--- src/rtl/pipe_ctrl_pkg.sv ---
// pipe_ctrl_pkg: shared types for the pipeline sequencer.
//   reg_addr_t    - architectural register address (RegAddrBus width)
//   pctl_state_t  - sequencer states RUN / MC_BUSY / MEM_WAIT (2-bit)
package pipe_ctrl_pkg;

    localparam int unsigned REG_ADDR_W = 5;

    typedef logic [REG_ADDR_W-1:0] reg_addr_t;

    typedef enum logic [1:0] {
        PCTL_RUN      = 2'd0,
        PCTL_MC_BUSY  = 2'd1,
        PCTL_MEM_WAIT = 2'd2
    } pctl_state_t;

endpackage

--- src/rtl/pipe_ctrl_load_use_detect.sv ---
// load_use_detect: flags a load in EX whose destination is read by the
// instruction in ID. The EX stage forwards only from EX/MEM and MEM/WB, so
// such a pair needs one bubble.
//   idex_mem_rd_i  - EX instruction is a load
//   idex_rd_i      - EX destination register
//   ifid_r1_i/r2_i - ID source registers
//   ifid_use_r*_i  - ID instruction actually reads that source
//   hit_o          - interlock required
module load_use_detect
    import pipe_ctrl_pkg::*;
(
    input  logic      idex_mem_rd_i,
    input  reg_addr_t idex_rd_i,
    input  reg_addr_t ifid_r1_i,
    input  reg_addr_t ifid_r2_i,
    input  logic      ifid_use_r1_i,
    input  logic      ifid_use_r2_i,
    output logic      hit_o
);

    // x0 is hardwired zero, so a load targeting it never creates a hazard.
    assign hit_o = idex_mem_rd_i && (idex_rd_i != '0) &&
                   ((ifid_use_r1_i && (ifid_r1_i == idex_rd_i)) ||
                    (ifid_use_r2_i && (ifid_r2_i == idex_rd_i)));

endmodule

--- src/rtl/pipe_ctrl.sv ---
// pipe_ctrl: central stall/flush sequencer for the 5-stage core.
// Inputs : EX/ID hazard fields, branch-taken, multi-cycle req/done,
//          data-memory req/ack.
// Outputs: per-register stall/flush (combinational), mc_start_o pulse,
//          sticky watchdog flag mc_err_o, saturating stall counter.
module pipe_ctrl
    import pipe_ctrl_pkg::*;
#(
    parameter int unsigned MC_TIMEOUT = 64,
    parameter int unsigned CNT_W      = 32
) (
    input  logic                  clk,
    input  logic                  rst,
    input  logic                  idex_mem_rd_i,
    input  logic [REG_ADDR_W-1:0] idex_rd_i,
    input  logic [REG_ADDR_W-1:0] ifid_r1_i,
    input  logic [REG_ADDR_W-1:0] ifid_r2_i,
    input  logic                  ifid_use_r1_i,
    input  logic                  ifid_use_r2_i,
    input  logic                  br_jmp_en_i,
    input  logic                  mc_req_i,
    input  logic                  mc_done_i,
    input  logic                  dmem_req_i,
    input  logic                  dmem_ack_i,
    output logic                  mc_start_o,
    output logic                  pc_stall_o,
    output logic                  ifid_stall_o,
    output logic                  ifid_flush_o,
    output logic                  idex_stall_o,
    output logic                  idex_flush_o,
    output logic                  exmem_stall_o,
    output logic                  exmem_flush_o,
    output logic                  mc_err_o,
    output logic [CNT_W-1:0]      stall_cnt_o
);

    localparam int unsigned WD_W = (MC_TIMEOUT > 1) ? $clog2(MC_TIMEOUT) : 1;
    localparam logic [WD_W-1:0] WD_LAST = WD_W'(MC_TIMEOUT - 1);

    pctl_state_t      state_q, state_d;
    logic [WD_W-1:0]  wd_q, wd_d;
    logic             err_q, err_d;
    logic [CNT_W-1:0] stall_cnt_q;

    logic lu_hit;
    logic memw;
    logic wd_expire;

    load_use_detect u_load_use_detect (
        .idex_mem_rd_i (idex_mem_rd_i),
        .idex_rd_i     (idex_rd_i),
        .ifid_r1_i     (ifid_r1_i),
        .ifid_r2_i     (ifid_r2_i),
        .ifid_use_r1_i (ifid_use_r1_i),
        .ifid_use_r2_i (ifid_use_r2_i),
        .hit_o         (lu_hit)
    );

    assign memw      = dmem_req_i && !dmem_ack_i;
    assign wd_expire = (wd_q == WD_LAST);

    // State register, watchdog, sticky error and stall counter.
    always_ff @(posedge clk) begin
        if (rst) begin
            state_q     <= PCTL_RUN;
            wd_q        <= '0;
            err_q       <= 1'b0;
            stall_cnt_q <= '0;
        end else begin
            state_q <= state_d;
            wd_q    <= wd_d;
            err_q   <= err_d;
            if (pc_stall_o && (stall_cnt_q != '1)) begin
                stall_cnt_q <= stall_cnt_q + CNT_W'(1);
            end
        end
    end

    // Next state. RUN and MEM_WAIT share one decision tree: a still-pending
    // memory access keeps (or enters) MEM_WAIT, and the ack cycle of MEM_WAIT
    // falls through to the ordinary RUN priorities.
    always_comb begin
        state_d = state_q;
        wd_d    = wd_q;
        err_d   = err_q;
        case (state_q)
            PCTL_RUN, PCTL_MEM_WAIT: begin
                if (memw) begin
                    state_d = PCTL_MEM_WAIT;
                end else if (br_jmp_en_i) begin
                    state_d = PCTL_RUN;
                end else if (mc_req_i) begin
                    state_d = PCTL_MC_BUSY;
                    wd_d    = '0;
                end else begin
                    state_d = PCTL_RUN;
                end
            end
            PCTL_MC_BUSY: begin
                if (mc_done_i) begin
                    state_d = PCTL_RUN;
                end else if (wd_expire) begin
                    state_d = PCTL_RUN;
                    err_d   = 1'b1;
                end else begin
                    wd_d = wd_q + WD_W'(1);
                end
            end
            default: state_d = PCTL_RUN;
        endcase
    end

    // Stall/flush outputs, all forced low while reset is asserted.
    always_comb begin
        mc_start_o    = 1'b0;
        pc_stall_o    = 1'b0;
        ifid_stall_o  = 1'b0;
        ifid_flush_o  = 1'b0;
        idex_stall_o  = 1'b0;
        idex_flush_o  = 1'b0;
        exmem_stall_o = 1'b0;
        exmem_flush_o = 1'b0;
        if (!rst) begin
            case (state_q)
                PCTL_RUN, PCTL_MEM_WAIT: begin
                    if (memw) begin
                        pc_stall_o    = 1'b1;
                        ifid_stall_o  = 1'b1;
                        idex_stall_o  = 1'b1;
                        exmem_stall_o = 1'b1;
                    end else if (br_jmp_en_i) begin
                        ifid_flush_o = 1'b1;
                        idex_flush_o = 1'b1;
                    end else if (mc_req_i) begin
                        mc_start_o    = 1'b1;
                        pc_stall_o    = 1'b1;
                        ifid_stall_o  = 1'b1;
                        idex_stall_o  = 1'b1;
                        exmem_flush_o = 1'b1;
                    end else if (lu_hit) begin
                        pc_stall_o   = 1'b1;
                        ifid_stall_o = 1'b1;
                        idex_flush_o = 1'b1;
                    end
                end
                PCTL_MC_BUSY: begin
                    // A watchdog expiry is handled exactly like a done cycle.
                    if (!mc_done_i && !wd_expire) begin
                        pc_stall_o    = 1'b1;
                        ifid_stall_o  = 1'b1;
                        idex_stall_o  = 1'b1;
                        exmem_flush_o = 1'b1;
                    end
                end
                default: ;
            endcase
        end
    end

    assign mc_err_o    = err_q;
    assign stall_cnt_o = stall_cnt_q;

endmodule

--- config.mk ---
export PLATFORM = sky130hd
export DESIGN_NAME = pipe_ctrl
export DESIGN_NICKNAME = d
export VERILOG_FILES = /design/src/rtl/pipe_ctrl_pkg.sv /design/src/rtl/pipe_ctrl_load_use_detect.sv /design/src/rtl/pipe_ctrl.sv
export SDC_FILE = /design/constraint.sdc
export NUM_CORES = 1
export LEC_CHECK = 0
export ABC_AREA = 1
export CORE_ASPECT_RATIO = 1.4
export CORE_UTILIZATION = 40
export DETAILED_ROUTE_END_ITERATION = 10
export DONT_BUFFER_PORTS = 1
export PLACE_DENSITY_LB_ADDON = 0.1
export SYNTH_ARGS = -nofsm -noshare
export SYNTH_HDL_FRONTEND = slang
export SYNTH_SLANG_ARGS = --single-unit
--- constraint.sdc ---
create_clock -name clk -period 2.34 [get_ports clk]
set_input_delay 0.468 -clock clk [delete_from_list [all_inputs] [get_ports clk]]
set_output_delay 0.468 -clock clk [all_outputs]
set_load 0.005 [all_outputs]
Word level (Yosys, flattened, before mapping)
Index checks and enable logic that the tools add are counted.
W data, S select, Z words.
{ "op_classes": {"n_mux": 41, "bitwise_logic": 1, "n_reduce_logical": 17, "eq_ne": 12, "n_addsub": 2} }
{ "op_table": {"columns": ["cell", "count"], "rows": [
  ["$add A32 B1 Y32 const B", 1],
  ["$ne A32 B32 Y1 const B", 1],
  ["$mux W6", 5],
  ["$mux W1", 28],
  ["$pmux W6 S2", 1],
  ["$eq A5 B5 Y1", 2],
  ["$ne A2 B2 Y1 const B", 5],
  ["$logic_and A1 B1 Y1", 7],
  ["$add A6 B1 Y6 const B", 1],
  ["$eq A6 B6 Y1 const B", 1],
  ["$mux W2", 3],
  ["$pmux W1 S2", 3],
  ["$reduce_and A6 Y1", 1],
  ["$reduce_bool A5 Y1", 1],
  ["$pmux W2 S2", 1],
  ["$logic_not A1 Y1", 3],
  ["$ne A3 B3 Y1 const B", 1],
  ["$reduce_and A3 Y1", 1],
  ["$eq A2 B1 Y1 const B", 1],
  ["$eq A2 B2 Y1 const B", 1],
  ["$logic_not A2 Y1", 1],
  ["$reduce_bool A2 Y1", 1],
  ["$reduce_or A2 Y1", 1],
  ["$logic_or A1 B1 Y1", 1],
  ["$not A1 Y1", 1]
]} }
{ "totals": {"reg_bits": 41, "in_bits": 25, "out_inout_bits": 41, "wordCells": 77} }

Depth between registers and ports, before layout
Gate-level depths: netlist of run 1.
{ "logic_depth": {"depth_word": 11, "ltp_mapped": 12, "depth_no_buf": 11} }

Modules after synthesis
Synthesis of run 1 repeated with hierarchy kept, for this count alone.
{ "unflattened": {"cells_unflattened": 507, "area_unflattened_um2": 3118.0} }
{ "by_module_without_submodules": {"columns": ["module", "n_inst", "seq_area_each_um2", "cells_per_inst", "area_each_um2"], "rows": [
  ["pipe_ctrl", 1, 820.8, 453, 2901.5],
  ["load_use_detect", 1, 0.0, 54, 216.5]
]} }

Least setup slack after synthesis of run 1
No wires, ideal clock.
{ "synth_timing": {"path_type": "input to output", "from": "input port rst", "to": "output port pc_stall_o", "path_stages": 8, "setup_slack_ps": 494, "t_required_ps": 1872, "t_arrival_ps": 1378, "cell_sequence": "buf_2 -> inv_2 -> nand2_1 -> nor2_1 -> nand3_1 -> nand2_4 -> buf_4 -> buf_4"} }
{ "synth_between": {"elab_chain_cells": 1} }
{ "synth_rtl": {"columns": ["element", "line_no", "text"], "rows": [
  ["start: declaration", "pipe_ctrl.sv:13", "input logic rst,"],
  ["$mux W1", null, null],
  ["end: declaration", "pipe_ctrl.sv:26", "output logic pc_stall_o,"]
]} }
No other way between the ends.

Worst setup path in the final report of run 1
{ "layout_timing": {"from": "register wd_q[0]", "to": "output port exmem_flush_o"} }
{ "layout_between": {"elab_chain_cells": 6} }
{ "layout_rtl": {"columns": ["element", "line_no", "text"], "rows": [
  ["start: declaration", "pipe_ctrl.sv:41", "logic [WD_W-1:0] wd_q, wd_d;"],
  ["start signal: assignment", "pipe_ctrl.sv:71", "wd_q <= wd_d;"],
  ["$eq A6 B6 Y1", "pipe_ctrl.sv:60", "assign wd_expire = (wd_q == WD_LAST);"],
  ["$logic_not A1 Y1", "pipe_ctrl.sv:148", "if (!mc_done_i && !wd_expire) begin"],
  ["$logic_and A1 B1 Y1", "pipe_ctrl.sv:148", null],
  ["$mux W1", "pipe_ctrl.sv:148", null],
  ["$pmux W1 S2", "pipe_ctrl.sv:124", "case (state_q)"],
  ["$mux W1", "pipe_ctrl.sv:123", "if (!rst) begin"],
  ["end: declaration", "pipe_ctrl.sv:32", "output logic exmem_flush_o,"]
]} }
No other way between the ends.

==> results of run 1 <==
==> cells in the mapped netlist (all sizes together) <==
| cell | count | share of area |
|---|---|---|
| nand2 | 166 | 0.23 |
| nor2 | 61 | 0.087 |
| nand3 | 49 | 0.091 |
| inv | 46 | 0.061 |
| dfxtp | 41 | 0.29 |
| a21oi | 38 | 0.067 |
| nor3 | 15 | 0.036 |
| xor2 | 13 | 0.040 |
| buf | 12 | 0.028 |
| nand4 | 6 | 0.013 |
| nand3b | 5 | 0.013 |
| o21ai | 4 | 0.0071 |
| clkbuf | 3 | 0.0040 |
| xnor2 | 3 | 0.0093 |
| ha | 2 | 0.0089 |
| or2 | 2 | 0.0044 |
| clkinv | 1 | 0.0013 |
| nor3b | 1 | 0.0027 |
| nor4 | 1 | 0.0022 |
==> registers in the layout, indices dropped and copies added, names as in the netlist <==
| name | count |
|---|---|
| stall_cnt_o | 32 |
| wd_q | 6 |
| state_q | 2 |
| mc_err_o | 1 |
==> per-stage QoR <==
step | worst slack, ps | total power (µW) | utilization | instance area, µm²
2_1_floorplan | 494 | 818 | - | 2820
3_3_place_gp | 404 | 826 | 0.431 | 2890
3_5_place_dp | 349 | 827 | 0.431 | 2890
4_1_cts | 149 | 1450 | 0.449 | 3010
5_1_grt | 34.8 | 1490 | 0.449 | 3010
6_report | 173 | 1430 | 0.449 | 3010
==> power groups by stage <==
stage | clock, µW | combinational, µW | sequential (µW)
after CTS | 635 | 107 | 705
after detailed placement | 0 | 106 | 721
final | 620 | 105 | 705
after floorplan | 0 | 95.5 | 722
after global placement | 0 | 105 | 721
after global routing | 660 | 120 | 706
==> cell usage in the layout, fill, tap and decap left out, types with 3 or more instances in the layout <==
| cell | netlist | final |
|---|---|---|
| a21oi_1 | 38 | 38 |
| buf_4 | 8 | 6 |
| clkbuf_8 | 0 | 6 |
| dfxtp_1 | 41 | 41 |
| inv_1 | 42 | 42 |
| inv_2 | 4 | 4 |
| nand2_1 | 158 | 158 |
| nand2_2 | 6 | 6 |
| nand3_1 | 47 | 47 |
| nand3b_1 | 5 | 5 |
| nand4_1 | 6 | 6 |
| nor2_1 | 56 | 56 |
| nor2_2 | 4 | 4 |
| nor3_1 | 10 | 10 |
| nor3_2 | 5 | 5 |
| o21ai_0 | 4 | 4 |
| xnor2_1 | 3 | 3 |
| xor2_1 | 13 | 13 |
==> cell families (layout without fill, tap and decap cells) <==
group                      after synthesis  in the layout  share of synthesized area
adders and majority gates                2              2                    0.00888
DFF                                     41             41                      0.291
and+or+nand+nor                        306            306                      0.481
AOI/OAI and AO/OA                       42             42                     0.0746
buffers and inverters                   62             61                     0.0941
xor gates and xnor gates                16             16                     0.0497
==> layer usage <==
metal | share of wire | vias up | track usage | wire [µm]
met5 | 0 | - | 0 | 0
met4 | 0.025 | 0 | 0.0890 | 193
met3 | 0.038 | 15 | 0.0448 | 288
met2 | 0.53 | 67 | 0.431 | 4070
met1 | 0.40 | 1258 | 0.229 | 3050
li1 | - | 1478 | - | -
==> how the worst min path moves through the flow <==
stage	startpoint	to	slack [ps]	depth (start not counted)
2_1_floorplan	wd_q[4]	wd_q[4]	420	1
3_3_place_gp	wd_q[4]	wd_q[4]	440	1
3_5_place_dp	wd_q[4]	wd_q[4]	440	1
4_1_cts	rst	stall_cnt_o[8]	220	1
5_1_grt	rst	stall_cnt_o[22]	220	1
6_report	rst	stall_cnt_o[22]	230	1
==> cell type report <==
class | count | area [µm²]
Clock buffer | 6 | 82.6
Clock inverter | 2 | 37.5
Fill cell | 744 | 3690
Inverter | 47 | 176
Multi-Input combinational cell | 366 | 1730
Sequential cell | 41 | 821
Tap cell | 92 | 115
Timing Repair Buffer | 6 | 45.0
==> qor.yml, run 1 <==
synth:
  synth_area_per_cell_um2: 6.01
  syn_inst: 469
  ys_ff_latch: 41
  syn_area_um2: 2820
  synth_nets: 496
  seq_area_frac_synth: 0.291
  yosysUniqueCellTypes: 29
  yosys_warnings: 0
grt:
  grt_pass1_wl_mm: 12.7
  grtUsageTotal: 0.223
  antenna_found_initial: 0
  grt_pass1_vias: 2718
  grt_max_degree: 38
  grt.overflow.total: 0
place:
  port_buffers: 0
  place_inst: 552
  place_congestion: 0.969
  dp_hpwl_mm: 5.99
setup_path:
  slowest_delay_ps: 400
  path_cells: "ha_1, nand2_1, nor3_2, nor2_1, nand2_2, nand2_1, inv_1, nor2_1"
  r2r-start: "stall_cnt_o[1]"
  crit_buf_inv: 1
  worstSetupPathType: "reg -> out"
  r2r-end: "stall_cnt_o[30]"
  crit_family: "simple AND/OR/NAND/NOR gates"
  endpoint: "exmem_flush_o"
  r2r_cells: 10
  cp_num_cells: 8
  end_kind: "output port"
  cp.required_ps: 1870
  slowest_stage: "dfxtp_1"
  critPathLaunchType: "register"
  r2r_slack_ps: 330
  path_max_fanout: 6
  arrival_ps: 1700
  crit_path_start: "wd_q[0]"
power_and_ir_drop:
  p_sw_uw: 348
  power_switching_share: 0.244
  p_clk_frac: 0.434
  p_int_uw: 1080
  pwr-share-seq: 0.493
  p_leak_uw: 0.00117
  ir_worst_vdd_uv: 218
  power_density_nw_per_um2: 475
  comb_power_share: 0.073
clocking:
  clkSinkCount: 41
  htree_levels: 2
  cts-root-buf: "clkbuf_8"
  post_cts_buffers: 0
  numCtsBuffers: 5
  post_cts_resized: 0
  clkTransAtPathRegs_ps: 90
  worstSkewPairLatency_ps: 300
  holdBufCountCts: 0
  cts_tree: "built"
  clockBufferDepth: 2
sta:
  finalHoldViolCount: 0
  fin_crit_sh: 0.926
  slew_violations: 0
  worstMarginPinSlew_ps: 388
  whs_ps: 227
  rsz0062_at_grt: "no"
  period_minus_slack_ps: 2170
  setup_violations: 0
  fmax_ghz: 0.462
  finalSetupTns_ps: 0
  skew_ps: 12.1
  relSlewSlack: 0.740
cells_and_area:
  nNetsFinal: 494
  final_layout_size_suffix_gt1_frac: 0.0833
  instances_no_fill: 560
  antenna_cells: 0
  area_growth_pct: 6.79
floorplanning:
  die_w_um: 72.9
  rows: 35
  die_h_um: 101
  ios: 66
  fp.coreArea_um2: 6700
  start_util: 0.421
  die-area_um2: 7390
outcome:
  status: "finished clean"
route:
  antenna_left: 0
  routedWlPerCell_um: 13.6
  wl_mm: 7.60
  detailroute.via_count: 2818
  drtIter0Drc: 139
  viasPerCell: 5.03
  drcViolationCount: 0
  firstDrtPassIters: 4
run:
  drv_cap: 0
min_path:
  hp-class: "in -> reg"
Note: power is estimated with default switching activity, not from simulation.
==> run 2: changes to the inputs <==
--- a/config.mk
+++ b/config.mk
@@ -7,6 +7,7 @@
 export LEC_CHECK = 0
 export ABC_AREA = 1
 export CORE_ASPECT_RATIO = 1.4
+export CORE_MARGIN = 2
 export CORE_UTILIZATION = 40
 export DETAILED_ROUTE_END_ITERATION = 10
 export DONT_BUFFER_PORTS = 1
==> qor.yml, run 2 (synthesis results as in run 1) <==
route:
  routedWlPerCell_um: 13.4  # was 13.6 µm
  wl_mm: 7.57  # was 7.60 mm
  wl_met1_mm: 2.93  # was 3.05 mm
  wl_met3_um: 408  # was 288 µm
  drcViolationCount: 0  # unchanged
  viasPerCell: 4.95  # was 5.03
  firstDrtPassIters: 4  # unchanged
  wl_met2_mm: 4.06  # was 4.07 mm
  antenna_left: 0  # unchanged
  drtIter0Drc: 147  # was 139
  highest_layer: "met4"  # unchanged
  detailroute.via_count: 2790  # was 2,818
setup_path:
  worstSetupPathType: "reg -> out"  # unchanged
  cp.required_ps: 1870  # about the same
  arrival_ps: 1650  # was 1700 ps
  end_kind: "output port"  # unchanged
  crit_family: "simple AND/OR/NAND/NOR gates"  # unchanged
  critPathLaunchType: "register"  # unchanged
  path_max_fanout: 6  # unchanged
  slowest_stage: "dfxtp_1"  # unchanged
  crit_buf_inv: 1  # unchanged
  slowest_delay_ps: 380  # was 400 ps
  path_cells: "ha_1, nand2_1, nor3_2, nor2_1, nand2_2, nand2_1, inv_1, nor2_1"  # unchanged
place:
  place_congestion: 0.956  # was 0.969
  place_ws_ps: 420  # was 349 ps
  port_buffers: 0  # unchanged
  dp_hpwl_mm: 5.94  # was 5.99 mm
clocking:
  worstSkewPairLatency_ps: 300  # about the same
  cts-root-buf: "clkbuf_8"  # unchanged
  clockBufferDepth: 2  # unchanged
  htree_levels: 2  # unchanged
  numCtsBuffers: 5  # unchanged
  clkSinkCount: 41  # unchanged
  holdBufCountCts: 0  # unchanged
  post_cts_resized: 0  # unchanged
  post_cts_buffers: 0  # unchanged
  clkTransAtPathRegs_ps: 90  # about the same
  cts_tree: "built"  # unchanged
cells_and_area:
  largest_register_ff_count: 32  # unchanged
  nNetsFinal: 495  # was 494
  final_cell_mix: "nand2_1, nor2_1, nand3_1, inv_1, dfxtp_1"  # unchanged
  final_common_cell: "nand2_1"  # unchanged
  antenna_cells: 0  # unchanged
  final_layout_size_suffix_gt1_frac: 0.0853  # was 0.0833
  area_growth_pct: 7.02  # was 6.79%
floorplanning:
  fp.coreArea_um2: 6890  # was 6700 µm²
  die_h_um: 103  # was 101 µm
  die_w_um: 74.9  # was 72.9 µm
  die-area_um2: 7740  # was 7390 µm²
  rows: 36  # was 35
  ios: 66  # unchanged
  start_util: 0.409  # was 0.421
sta:
  finalSetupTns_ps: 0  # unchanged
  worstMarginPinSlew_ps: 393  # was 388 ps
  skew_ps: 6.85  # was 12.1 ps
  worst_slack_ps: 223  # was 173 ps
  setup_violations: 0  # unchanged
  fin_crit_sh: 0.905  # was 0.926
  finalHoldViolCount: 0  # unchanged
  period_minus_slack_ps: 2120  # was 2170 ps
  fmax_ghz: 0.472  # was 0.462 GHz
  slew_violations: 0  # unchanged
  rsz0062_at_grt: "no"  # unchanged
  relSlewSlack: 0.737  # was 0.740
min_path:
  hp-class: "in -> reg"  # unchanged
grt:
  grt_pass1_vias: 2770  # was 2,718
  grt_pass1_wl_mm: 12.7  # about the same
  grt_max_degree: 38  # unchanged
  grtUsageTotal: 0.212  # was 0.223
  antenna_found_initial: 0  # unchanged
  grt.overflow.total: 0  # unchanged
power_and_ir_drop:
  ir_worst_vdd_uv: 219  # was 218 µV
  p_leak_uw: 0.00117  # about the same
  power_density_nw_per_um2: 467  # was 475 nW/µm²
outcome:
  status: "finished clean"  # unchanged
run:
  drv_cap: 0  # unchanged
[run 2: per-layer routing]
metal,track usage,vias up
li1,-,1488
met1,0.228,1223
met2,0.400,65
met3,0.0436,14
met4,0.0728,0
met5,0,-
[run 2: cell type report]
cell class	count	area, µm²
clock inverters	3	46.3
clock buffers	5	68.8
repair buffers	7	52.6
flip-flops and latches	41	821
fillers	734	3880
well taps	95	119
multi-input cells	366	1730
inverters	47	176
[run 2: worst paths after layout]
| path | startpoint | to | slack [ps] | depth (start not counted) |
|---|---|---|---|---|
| setup / recovery | wd_q[0] | exmem_flush_o | 220 | 8 |
| hold / removal | rst | stall_cnt_o[19] | 230 | 1 |
| setup reg to reg | stall_cnt_o[1] | stall_cnt_o[0] | 420 | 9 |
| hold reg to reg | wd_q[4] | wd_q[4] | 460 | 1 |
[run 2: power breakdown]
group | internal, µW | switching (µW)
clock network | 320 | 279
registers | 701 | 2.99
logic | 32.9 | 71.2
[run 2: worst reg2reg max path: stages (launching register included)]
cell and delay (ps):
dfxtp_1 450, ha_1 340, nand3_2 150, inv_2 100, nand2_2 80, nor2_4 130, nand2_4 60, buf_4 240
a21oi_1 200, nor2_1 60
[run 2: per-stage QoR]
| step | instances | power (µW) | hold WS, ps | cell area [µm²] | utilization |
|---|---|---|---|---|---|
| 4_1_cts | 564 | 1430 | 216 | 3020 | 0.438 |
| 5_1_grt | 564 | 1470 | 216 | 3020 | 0.438 |
| 3_3_place_gp | 556 | 825 | 438 | 2900 | 0.421 |
| 2_1_floorplan | 469 | 818 | 422 | 2820 | - |
| 6_report | 564 | 1410 | 228 | 3020 | 0.438 |
| 3_5_place_dp | 556 | 827 | 441 | 2900 | 0.421 |
==> run 3: changes to the inputs <==
--- a/config.mk
+++ b/config.mk
@@ -9,6 +9,7 @@
 export CORE_ASPECT_RATIO = 1.4
 export CORE_MARGIN = 2
 export CORE_UTILIZATION = 40
+export CTS_BUF_LIST = sky130_fd_sc_hd__clkbuf_16
 export DETAILED_ROUTE_END_ITERATION = 10
 export DONT_BUFFER_PORTS = 1
 export PLACE_DENSITY_LB_ADDON = 0.1
==> constraint.sdc (replaced) <==
create_clock -name clk -period 2.5 [get_ports clk]
set_input_delay 0.5 -clock clk [delete_from_list [all_inputs] [get_ports clk]]
set_output_delay 0.5 -clock clk [all_outputs]
set_load 0.005 [all_outputs]
==> qor.yml, run 3 (synthesis results as in run 1) <==
outcome:
  status: "finished clean"  # unchanged
floorplanning:
  fp.coreArea_um2: 6890  # unchanged
  start_util: 0.409  # unchanged
  rows: 36  # unchanged
  die-area_um2: 7740  # unchanged
  die_w_um: 74.9  # unchanged
  die_h_um: 103  # unchanged
  ios: 66  # unchanged
grt:
  grt_pass1_vias: 2947  # was 2,770
  grt_max_degree: 38  # unchanged
  grt.overflow.total: 0  # unchanged
  grtUsageTotal: 0.220  # was 0.212
  antenna_found_initial: 0  # unchanged
  grt_pass1_wl_mm: 13.2  # was 12.7 mm
sta:
  relSlewSlack: 0.600  # was 0.737
  slew_violations: 0  # unchanged
  setup_violations: 0  # unchanged
  fin_crit_sh: 0.868
  skew_ps: 4.51  # was 6.85 ps
  finalHoldViolCount: 0  # unchanged
  worstMarginPinSlew_ps: 597  # was 393 ps
  worst_slack_ps: 330  # was 223 ps
  finalSetupTns_ps: 0  # unchanged
  fmax_ghz: 0.461
  rsz0062_at_grt: "no"  # unchanged
  period_minus_slack_ps: 2170
setup_path:
  path_max_fanout: 31  # was 6
  cpMostUsedCell: "nand2_2"
  slowest_delay_ps: 460  # was 380 ps
  crit_family: "simple AND/OR/NAND/NOR gates"  # unchanged
  arrival_ps: 2390  # was 1650 ps
  end_kind: "register"  # was output port
  worstSetupPathType: "reg -> reg"  # was reg -> out
  crit_buf_inv: 1  # unchanged
  cp.required_ps: 2720  # was 1870 ps
  r2r-end: "stall_cnt_o[3]"  # was stall_cnt_o[0]
  slowest_stage: "dfxtp_1"  # unchanged
  path_cells: "ha_1, nand3_2, inv_2, nand2_2, nor2_4, nand2_4, nand2_2, nand2_1, a21oi_1"  # was ha_1, nand2_1, nor3_2, nor2_1, nand2_2, nand2_1, inv_1, nor2_1
  r2r-start: "stall_cnt_o[1]"  # unchanged
  critPathLaunchType: "register"  # unchanged
  r2r_slack_ps: 330  # was 420 ps
  r2r_cells: 9  # unchanged
power_and_ir_drop:
  ir_worst_vdd_uv: 284  # was 219 µV
  p_leak_uw: 0.00119  # was 0.00117 µW
  p_total_uw: 1480  # was 1410 µW
  power_density_nw_per_um2: 488  # was 467 nW/µm²
cells_and_area:
  final_common_cell: "nand2_1"  # unchanged
  final_cell_mix: "nand2_1, nor2_1, nand3_1, inv_1, dfxtp_1"  # unchanged
  final_layout_size_suffix_gt1_frac: 0.0751  # was 0.0853
  largest_register_ff_count: 32  # unchanged
  area_growth_pct: 7.90  # was 7.02%
  nNetsFinal: 492  # was 495
  multiInputGateArea_um2: 1730  # unchanged
  register_area_um2: 821  # unchanged
  antenna_cells: 0  # unchanged
  nFillCells: 773  # was 734
route:
  drcViolationCount: 0  # unchanged
  antenna_left: 0  # unchanged
  firstDrtPassIters: 4  # unchanged
  viasPerCell: 5.08  # was 4.95
  wl_mm: 7.80  # was 7.57 mm
  detailroute.via_count: 2851  # was 2,790
  routedWlPerCell_um: 13.9  # was 13.4 µm
  drtIter0Drc: 113  # was 147
clocking:
  post_cts_buffers: 0  # unchanged
  clockBufferDepth: 2  # unchanged
  numCtsBuffers: 5  # unchanged
  cts_tree: "built"  # unchanged
  clkTransAtPathRegs_ps: 60  # was 90 ps
  post_cts_resized: 0  # unchanged
  clkSinkCount: 41  # unchanged
  cts-root-buf: "clkbuf_16"  # was clkbuf_8
  htree_levels: 2  # unchanged
  holdBufCountCts: 0  # unchanged
  worstSkewPairLatency_ps: 290  # was 300 ps
place:
  place_ws_ps: 311  # was 420 ps
  place_congestion: 0.930  # was 0.956
  port_buffers: 0  # unchanged
  dp_hpwl_mm: 6.04  # was 5.94 mm
min_path:
  whs_path_depth: 1  # unchanged
  min_from: "rst"  # unchanged
  min_to: "stall_cnt_o[6]"  # was stall_cnt_o[19]
  hp-class: "in -> reg"  # unchanged
run:
  drv_cap: 0  # unchanged
run 3: changes by cell type in the layout (fill, tap and decap cells not counted):
cell / previous run / this run
buf_4: 7 / 4
clkbuf_16: 0 / 5
clkbuf_8: 5 / 0
clkinv_1: 1 / 2
clkinv_4: 1 / 0
clkinvlp_4: 1 / 0
inv_1: 42 / 43
run 3: worst max-delay path by stage:
stage                         startpoint               to  cells past startpoint
after floorplan                      rst       pc_stall_o                      8
after CTS                 stall_cnt_o[1]   stall_cnt_o[3]                      9
after global routing      stall_cnt_o[1]  stall_cnt_o[18]                      9
after global placement    stall_cnt_o[1]   stall_cnt_o[3]                      9
final                     stall_cnt_o[1]   stall_cnt_o[3]                      9
after detailed placement  stall_cnt_o[1]   stall_cnt_o[3]                      9
run 3: through the flow:
step / cell area [µm²] / util / hold slack [ps] / std cells
global placement: 2880 / 0.418 / 436 / 553
detailed placement: 2880 / 0.418 / 441 / 553
floorplan: 2820 / - / 422 / 469
finish: 3040 / 0.441 / 275 / 561
CTS: 3040 / 0.441 / 269 / 561
global route: 3040 / 0.441 / 267 / 561
run 3: power breakdown:
group          internal (µW)  switching, µW  leakage (µW)
Sequential               657           3.02      0.000331
Combinational           27.7           67.8      0.000773
Clock                    464            264     0.0000826
run 3: layout make-up:
class	count	area share
repair buffers	4	0.00988
well taps	95	0.0391
clock buffers	5	0.0412
inverters	47	0.0580
clock inverters	3	0.0123
flip-flops and latches	41	0.270
multi-input cells	366	0.570
run 3: layer usage:
layer	global-route usage	routed length (µm)
met1	0.220	2980
met2	0.420	4190
met3	0.0514	396
met4	0.0962	225
met5	0	0
run 3: worst reg2reg max path, cell delays in order (launching register included):
cell,delay (ps)
dfxtp_1,460
ha_1,360
nand3_2,160
inv_2,100
nand2_2,90
nor2_4,140
nand2_4,70
nand2_2,450
nand2_1,120
a21oi_1,160
